<file path="config.mk">
export PLATFORM = sky130hd
export DESIGN_NAME = dds_sweep_ctrl_flat
export DESIGN_NICKNAME = d
export VERILOG_FILES = /design/src/rtl/dds_sweep_ctrl_if.sv /design/src/rtl/dds_sweep_ctrl.sv /design/src/flat_wrapper.sv
export SDC_FILE = /design/constraint.sdc
export NUM_CORES = 1
export LEC_CHECK = 0
export CAP_MARGIN = 10
export CORE_AREA = 2 2 158 160
export CTS_CLUSTER_DIAMETER = 150
export DETAILED_ROUTE_END_ITERATION = 8
export DIE_AREA = 0 0 160 162
export PLACE_DENSITY_LB_ADDON = 0.25
export REMOVE_ABC_BUFFERS = 1
export SYNTH_ARGS = -nofsm -noshare
export SYNTH_HDL_FRONTEND = slang
export SYNTH_SLANG_ARGS = --single-unit
</file>
<file path="constraint.sdc">
create_clock -name Clk -period 7.47 [get_ports Clk]
set_input_delay 1.1205 -clock Clk [delete_from_list [all_inputs] [get_ports Clk]]
set_output_delay 1.1205 -clock Clk [all_outputs]
set_load 0.02 [all_outputs]
</file>
<file path="src/rtl/dds_sweep_ctrl_if.sv">
// Sweep control bundle between the key/UART front end and the DDS sweep sequencer.
// Master is the control side; slave is dds_sweep_ctrl.
interface dds_sweep_ctrl_if #(
  parameter int FW      = 32,
  parameter int PW      = 12,
  parameter int DWELL_W = 16
);
  logic               Start;
  logic               Stop;
  logic [FW-1:0]      F_start;
  logic [FW-1:0]      F_stop;
  logic [FW-1:0]      F_step;
  logic [DWELL_W-1:0] Dwell;
  logic [PW-1:0]      Pword_in;
  logic [1:0]         Wave_sel_in;
  logic [FW-1:0]      Fword;
  logic [PW-1:0]      Pword;
  logic [1:0]         Module_Sel;
  logic               Busy;
  logic               Sweep_done;

  modport master (
    output Start, Stop, F_start, F_stop, F_step, Dwell,
    output Pword_in, Wave_sel_in,
    input  Fword, Pword, Module_Sel, Busy, Sweep_done
  );

  modport slave (
    input  Start, Stop, F_start, F_stop, F_step, Dwell,
    input  Pword_in, Wave_sel_in,
    output Fword, Pword, Module_Sel, Busy, Sweep_done
  );
endinterface

</file>
<file path="src/rtl/dds_sweep_ctrl.sv">
// Stepped linear frequency sweep sequencer driving the DDS Fword/Pword/Module_Sel.
// Define DDS_SWEEP_BIDIR_EN to add the down-leg (DOWN state) after the up-leg.
module dds_sweep_ctrl #(
  parameter int FW      = 32,
  parameter int PW      = 12,
  parameter int DWELL_W = 16
) (
  input  logic           Clk,
  input  logic           Reset_n,
  dds_sweep_ctrl_if.slave bus
);

  typedef enum logic [1:0] {
    S_IDLE = 2'd0,
    S_UP   = 2'd1,
    S_DOWN = 2'd2
  } state_t;

  state_t             r_state;
  state_t             w_state;

  logic [FW-1:0]      r_fword;
  logic [PW-1:0]      r_pword;
  logic [1:0]         r_msel;
  logic               r_busy;
  logic               r_done;
  logic [DWELL_W-1:0] r_cnt;
  logic [FW-1:0]      r_fstop;
  logic [FW-1:0]      r_fstep;
  logic [DWELL_W-1:0] r_dwell;

  logic [FW-1:0]      w_fword;
  logic [PW-1:0]      w_pword;
  logic [1:0]         w_msel;
  logic               w_busy;
  logic               w_done;
  logic [DWELL_W-1:0] w_cnt;
  logic [FW-1:0]      w_fstop;
  logic [FW-1:0]      w_fstep;
  logic [DWELL_W-1:0] w_dwell;

  logic [FW-1:0]      w_step_in;
  logic [FW-1:0]      w_up_gap;
  logic               w_cnt_zero;
  logic               w_go;

`ifdef DDS_SWEEP_BIDIR_EN
  logic [FW-1:0]      r_fstart;
  logic [FW-1:0]      w_fstart;
  logic [FW-1:0]      w_dn_gap;

  assign w_dn_gap = r_fword - r_fstart;
`endif

  // A zero step would stall the sweep forever, so it is promoted to 1.
  assign w_step_in  = (bus.F_step == '0) ?
                      {{(FW-1){1'b0}}, 1'b1} : bus.F_step;
  assign w_up_gap   = r_fstop - r_fword;
  assign w_cnt_zero = (r_cnt == '0);
  assign w_go       = bus.Start & ~bus.Stop;

  always_ff @(posedge Clk or negedge Reset_n) begin
    if (!Reset_n) begin
      r_state  <= S_IDLE;
      r_fword  <= '0;
      r_pword  <= '0;
      r_msel   <= '0;
      r_busy   <= 1'b0;
      r_done   <= 1'b0;
      r_cnt    <= '0;
      r_fstop  <= '0;
      r_fstep  <= '0;
      r_dwell  <= '0;
`ifdef DDS_SWEEP_BIDIR_EN
      r_fstart <= '0;
`endif
    end else begin
      r_state  <= w_state;
      r_fword  <= w_fword;
      r_pword  <= w_pword;
      r_msel   <= w_msel;
      r_busy   <= w_busy;
      r_done   <= w_done;
      r_cnt    <= w_cnt;
      r_fstop  <= w_fstop;
      r_fstep  <= w_fstep;
      r_dwell  <= w_dwell;
`ifdef DDS_SWEEP_BIDIR_EN
      r_fstart <= w_fstart;
`endif
    end
  end

  always_comb begin
    w_state = r_state;
    unique case (r_state)
      S_IDLE: begin
        if (w_go) w_state = S_UP;
      end
      S_UP: begin
        if (bus.Stop) begin
          w_state = S_IDLE;
        end else if (w_cnt_zero && (r_fword >= r_fstop)) begin
`ifdef DDS_SWEEP_BIDIR_EN
          w_state = S_DOWN;
`else
          w_state = S_IDLE;
`endif
        end
      end
`ifdef DDS_SWEEP_BIDIR_EN
      S_DOWN: begin
        if (bus.Stop) begin
          w_state = S_IDLE;
        end else if (w_cnt_zero && (r_fword <= r_fstart)) begin
          w_state = S_IDLE;
        end
      end
`endif
      default: w_state = S_IDLE;
    endcase
  end

  always_comb begin
    w_fword  = r_fword;
    w_pword  = r_pword;
    w_msel   = r_msel;
    w_busy   = r_busy;
    w_done   = 1'b0;
    w_cnt    = r_cnt;
    w_fstop  = r_fstop;
    w_fstep  = r_fstep;
    w_dwell  = r_dwell;
`ifdef DDS_SWEEP_BIDIR_EN
    w_fstart = r_fstart;
`endif
    unique case (r_state)
      S_IDLE: begin
        w_pword = bus.Pword_in;
        w_msel  = bus.Wave_sel_in;
        w_busy  = 1'b0;
        if (w_go) begin
          w_fstop  = bus.F_stop;
          w_fstep  = w_step_in;
          w_dwell  = bus.Dwell;
`ifdef DDS_SWEEP_BIDIR_EN
          w_fstart = bus.F_start;
`endif
          w_fword  = bus.F_start;
          w_cnt    = bus.Dwell;
          w_busy   = 1'b1;
        end
      end
      S_UP: begin
        if (bus.Stop) begin
          w_busy = 1'b0;
        end else if (!w_cnt_zero) begin
          w_cnt = r_cnt - 1'b1;
        end else if (r_fword >= r_fstop) begin
`ifdef DDS_SWEEP_BIDIR_EN
          w_cnt  = r_dwell;
`else
          w_busy = 1'b0;
          w_done = 1'b1;
`endif
        end else if (w_up_gap <= r_fstep) begin
          w_fword = r_fstop;
          w_cnt   = r_dwell;
        end else begin
          w_fword = r_fword + r_fstep;
          w_cnt   = r_dwell;
        end
      end
`ifdef DDS_SWEEP_BIDIR_EN
      // Mirror of the up-leg, clamping onto the latched start frequency.
      S_DOWN: begin
        if (bus.Stop) begin
          w_busy = 1'b0;
        end else if (!w_cnt_zero) begin
          w_cnt = r_cnt - 1'b1;
        end else if (r_fword <= r_fstart) begin
          w_busy = 1'b0;
          w_done = 1'b1;
        end else if (w_dn_gap <= r_fstep) begin
          w_fword = r_fstart;
          w_cnt   = r_dwell;
        end else begin
          w_fword = r_fword - r_fstep;
          w_cnt   = r_dwell;
        end
      end
`endif
      default: w_busy = 1'b0;
    endcase
  end

  assign bus.Fword      = r_fword;
  assign bus.Pword      = r_pword;
  assign bus.Module_Sel = r_msel;
  assign bus.Busy       = r_busy;
  assign bus.Sweep_done = r_done;

endmodule

</file>
<file path="src/flat_wrapper.sv">
// flat-port wrapper written by rule: the top's interface ports become plain ports
module dds_sweep_ctrl_flat 
#(
  parameter int FW      = 32,
  parameter int PW      = 12,
  parameter int DWELL_W = 16
)
  (Clk, Reset_n, bus_Start, bus_Stop, bus_F_start, bus_F_stop, bus_F_step, bus_Dwell, bus_Pword_in, bus_Wave_sel_in, bus_Fword, bus_Pword, bus_Module_Sel, bus_Busy, bus_Sweep_done);
  dds_sweep_ctrl_if #(.FW(FW), .PW(PW), .DWELL_W(DWELL_W)) bus_i ();
  input  logic Clk;
  input  logic Reset_n;
  input wire logic [$bits(bus_i.Start)-1:0] bus_Start;
  input wire logic [$bits(bus_i.Stop)-1:0] bus_Stop;
  input wire logic [$bits(bus_i.F_start)-1:0] bus_F_start;
  input wire logic [$bits(bus_i.F_stop)-1:0] bus_F_stop;
  input wire logic [$bits(bus_i.F_step)-1:0] bus_F_step;
  input wire logic [$bits(bus_i.Dwell)-1:0] bus_Dwell;
  input wire logic [$bits(bus_i.Pword_in)-1:0] bus_Pword_in;
  input wire logic [$bits(bus_i.Wave_sel_in)-1:0] bus_Wave_sel_in;
  output wire logic [$bits(bus_i.Fword)-1:0] bus_Fword;
  output wire logic [$bits(bus_i.Pword)-1:0] bus_Pword;
  output wire logic [$bits(bus_i.Module_Sel)-1:0] bus_Module_Sel;
  output wire logic [$bits(bus_i.Busy)-1:0] bus_Busy;
  output wire logic [$bits(bus_i.Sweep_done)-1:0] bus_Sweep_done;
  assign bus_i.Start = bus_Start;
  assign bus_i.Stop = bus_Stop;
  assign bus_i.F_start = bus_F_start;
  assign bus_i.F_stop = bus_F_stop;
  assign bus_i.F_step = bus_F_step;
  assign bus_i.Dwell = bus_Dwell;
  assign bus_i.Pword_in = bus_Pword_in;
  assign bus_i.Wave_sel_in = bus_Wave_sel_in;
  assign bus_Fword = bus_i.Fword;
  assign bus_Pword = bus_i.Pword;
  assign bus_Module_Sel = bus_i.Module_Sel;
  assign bus_Busy = bus_i.Busy;
  assign bus_Sweep_done = bus_i.Sweep_done;
  dds_sweep_ctrl #(.FW(FW), .PW(PW), .DWELL_W(DWELL_W)) u_core (.Clk(Clk), .Reset_n(Reset_n), .bus(bus_i));
endmodule
</file>
==> impl_metrics.env <==
export IMPL_floorplan_initialDensity_pct=44.6
export IMPL_yosysWarningCount=0
export IMPL_setup_tns_ns=0
export IMPL_ys_dominant_reg_cell="dfrtp_1"
export IMPL_path_category_of_the_worst_min_delay_check="reg -> reg"
export IMPL_dr_total_vias=9981
export IMPL_n_antenna_cell=0
export IMPL_r2r_slack_ns=0.88
export IMPL_tritoncts="done"
export IMPL_die_area_mm2=0.0259
export IMPL_insertion_delay_ns=0.44
export IMPL_firstDrtPassIters=5
export IMPL_grt_start_max_net_pins=77
export IMPL_mostFrequentLayoutCell="nand2_1"
export IMPL_clk_pin_slew_ns=0.06
export IMPL_root_buffer="clkbuf_16"
export IMPL_post_synth_inst_count=1314
export IMPL_cts_max_path_buffers=2
export IMPL_final_net_count=1697
export IMPL_cts_hold_buf=0
export IMPL_yosysTopAreaCell="dfrtp_1"
export IMPL_finalSetupViolations=0
export IMPL_remaining_routing_drc_violations=0
export IMPL_slew_headroom_pct=23.4
export IMPL_synth_edff_count=0
export IMPL_initial_antenna_violation_count=1
export IMPL_synth_top_cells_by_area="dfrtp_1 34%, ha_1 11%, nand2_1 7.9%"
export IMPL_placeableCoreArea_mm2=0.0241
export IMPL_total_cts_buffers=17
export IMPL_placed_cells_incl_taps=1773
export IMPL_grt_pass1_wl_um=52300
export IMPL_critical_path_top_cell_by_count="a21oi_1"
export IMPL_yosysUniqueCellTypes=69
export IMPL_final_antenna_violating_net_count=0
export IMPL_worstHoldEndpoint="u_core.r_dwell[0]"
export IMPL_finalCriticalPeriod_ns=6.59
export IMPL_vias_per_cell=5.53
export IMPL_synth_largest_type_area_fraction_pct=33.7
export IMPL_critical_path_max_stage_delay_ns=0.61
export IMPL_groute_usage_overall_pct=25.2
export IMPL_worst_r2r_path_depth=21
export IMPL_detailed_route_wire_length_per_cell_um=17.8
export IMPL_crit_required_ns=7.82
export IMPL_hold_path_startpoint="u_core.r_dwell[0]"
export IMPL_critical_path_slowest_cell="or4_1"
export IMPL_floorplan_die_height_um=162
export IMPL_grt_overflow=0
export IMPL_end_kind="register"
export IMPL_drtIter0Drc=675
export IMPL_via_count_of_the_first_global_routing_pass=9920
export IMPL_status="finished, final reports clean"
export IMPL_post_detailed_placement_half_perimeter_wirelength_um=23500
export IMPL_routed_wl_um=32100
export IMPL_cts_setup_buffers=0
export IMPL_post_route_cells_drive_above_1_share_pct=5.20
export IMPL_drv_cap=0
export IMPL_fill_cells=2292
export IMPL_timing_hold_worst_path_depth=2
export IMPL_fmax_achieved_mhz=152
export IMPL_die_width_um=160
export IMPL_ys_ff_latch=145
export IMPL_worstMarginPinSlew_ns=1.15
export IMPL_clock_skew_final_ns=0.0146
export IMPL_crit_fanout=14
export IMPL_rsz0062_at_grt="false"
export IMPL_rows=57
export IMPL_floorplan_io_pins=178
export IMPL_gp_congestion=0.917
export IMPL_asyncSetResetFlopFracSynth_pct=100
export IMPL_io_buffers=177
export IMPL_start_kind="register"
export IMPL_timing_final_max_slew_violations=0
export IMPL_criticalPathCategory="reg -> reg"
export IMPL_post_synth_design_cell_area_mm2=0.0108
export IMPL_syn_avg_cell_area_um2=8.18
export IMPL_final_min_period_over_clock_period_pct=88.3
export IMPL_layout_cells_non_filler=1804
export IMPL_final_cell_mix="225 x nand2_1, 176 x clkdlybuf4s50_1, 144 x dfrtp_1"
export IMPL_synth_seq_area_share_pct=33.7
export IMPL_cts_repair_resized=0
export IMPL_critical_path_cell_chain="ha_1 > fa_1 > nand2b_1 > a21oi_1 > o21a_1 > a31oi_1 > a21oi_1 > a2111oi_2 > o31ai_1 > a21oi_1 > xnor2_1 > ha_1 > nand4_1 > or4_1 > o31ai_1 > o22ai_1 > a21oi_2 > inv_1 > mux2i_1 > a211o_1 > o21ai_1"
export IMPL_layout_area_overhead_vs_synth_pct=24.7
export IMPL_cts_htree_levels=4
export IMPL_number_of_endpoints_with_negative_hold_slack_in_the_final_report=0
export IMPL_timing_rr_end="u_core.bus.Fword[17]"
export IMPL_regToRegStartpoint="u_core.bus.Fword[0]"
export IMPL_clkSinkCount=145
export IMPL_cp_data_arrival_time_ns=6.94
[metal layers]
layer  share of wire [%]  global-route usage, %  vias to the layer above  routed length (um)
met3                 6.8                   5.90                       46                2190
met2                  46                   42.1                      322               14600
met1                  46                   33.0                     4706               14600
li1                    -                      -                     4905                   -
met5               0.037                      0                        -                  12
met4                 2.1                   6.96                        2                 663
[final cells by class]
type	instances	area (um^2)	share of cell area, %
Inverter	110	413	3.08
Sequential cell	145	3630	27.1
Clock buffer	19	443	3.30
Clock inverter	12	181	1.35
Multi-Input combinational cell	1010	6510	48.6
Timing Repair Buffer	184	1830	13.6
Tap cell	324	405	3.02
[critical path: cells and delay by family, from the launching register on]
family	cells	cell delay, ns
AO/OA/AOI/OAI	12	3.34
AND/OR/NAND/NOR	3	0.92
adder cells (fa/ha/maj)	3	0.91
buffers and inverters	1	0.54
flip-flops	1	0.41
multiplexers	1	0.23
XOR/XNOR	1	0.15
[worst max path at each step]
stage	startpoint	to	slack, ns	cells after the start
final	u_core.bus.Fword[0]	u_core.bus.Fword[17]	0.88	21
after global routing	u_core.bus.Fword[0]	u_core.bus.Fword[10]	0.46	21
after CTS	u_core.bus.Fword[0]	u_core.bus.Fword[17]	0.98	21
after detailed placement	u_core.bus.Fword[0]	u_core.bus.Fword[17]	1.06	21
after global placement	u_core.bus.Fword[0]	u_core.bus.Fword[10]	1.30	21
after floorplan	u_core.bus.Fword[0]	u_core.bus.Fword[10]	0.65	21
[synth_stat cells, drive strengths merged (3+ instances only)]
library cell / instances
nor4: 11
a21o: 32
nand2: 225
o31ai: 8
o2bb2ai: 5
xnor2: 45
mux2i: 28
nor2b: 7
o221a: 3
or3: 14
clkbuf: 30
o21a: 9
o211ai: 20
o21bai: 4
xor2: 18
nand2b: 13
ha: 97
or2: 3
nand4: 19
a21boi: 3
nand3: 23
a31oi: 11
inv: 109
o21ai: 121
o211a: 4
nor2: 80
buf: 19
a211o: 4
mux2: 17
nor3: 22
dfrtp: 145
and3: 13
a21oi: 102
a211oi: 15
o22ai: 4
a221oi: 6
[registers in the layout (all words and copies together) (netlist names)]
signal	cells
u_core.r_cnt	16
u_core.bus.Sweep_done	1
u_core.r_dwell	16
u_core.r_fstop	32
u_core.r_fstep	32
u_core.r_state	1
u_core.bus.Module_Sel	2
u_core.bus.Busy	1
u_core.bus.Pword	12
u_core.bus.Fword	32
[kinds of logic after synthesis]
family	synth area share, %
simple gates	18.6
buf+inv	5.84
mux	4.39
compound gates	20.7
fa+ha+maj	11.7
flops	33.7
xor+xnor	5.13
[through the flow]
step	setup WS (ns)	cell area (um^2)	hold slack (ns)	util, %
floorplan	0.652	10500	0.438	-
global placement	1.30	12800	0.459	53.0
detailed placement	1.06	12800	0.460	53.0
CTS	0.984	13400	0.475	55.6
global route	0.462	13400	0.499	55.6
finish	0.875	13400	0.471	55.6
Power is not shown: default switching activity piles up to over one toggle a cycle in this logic, so the estimate is an artifact.
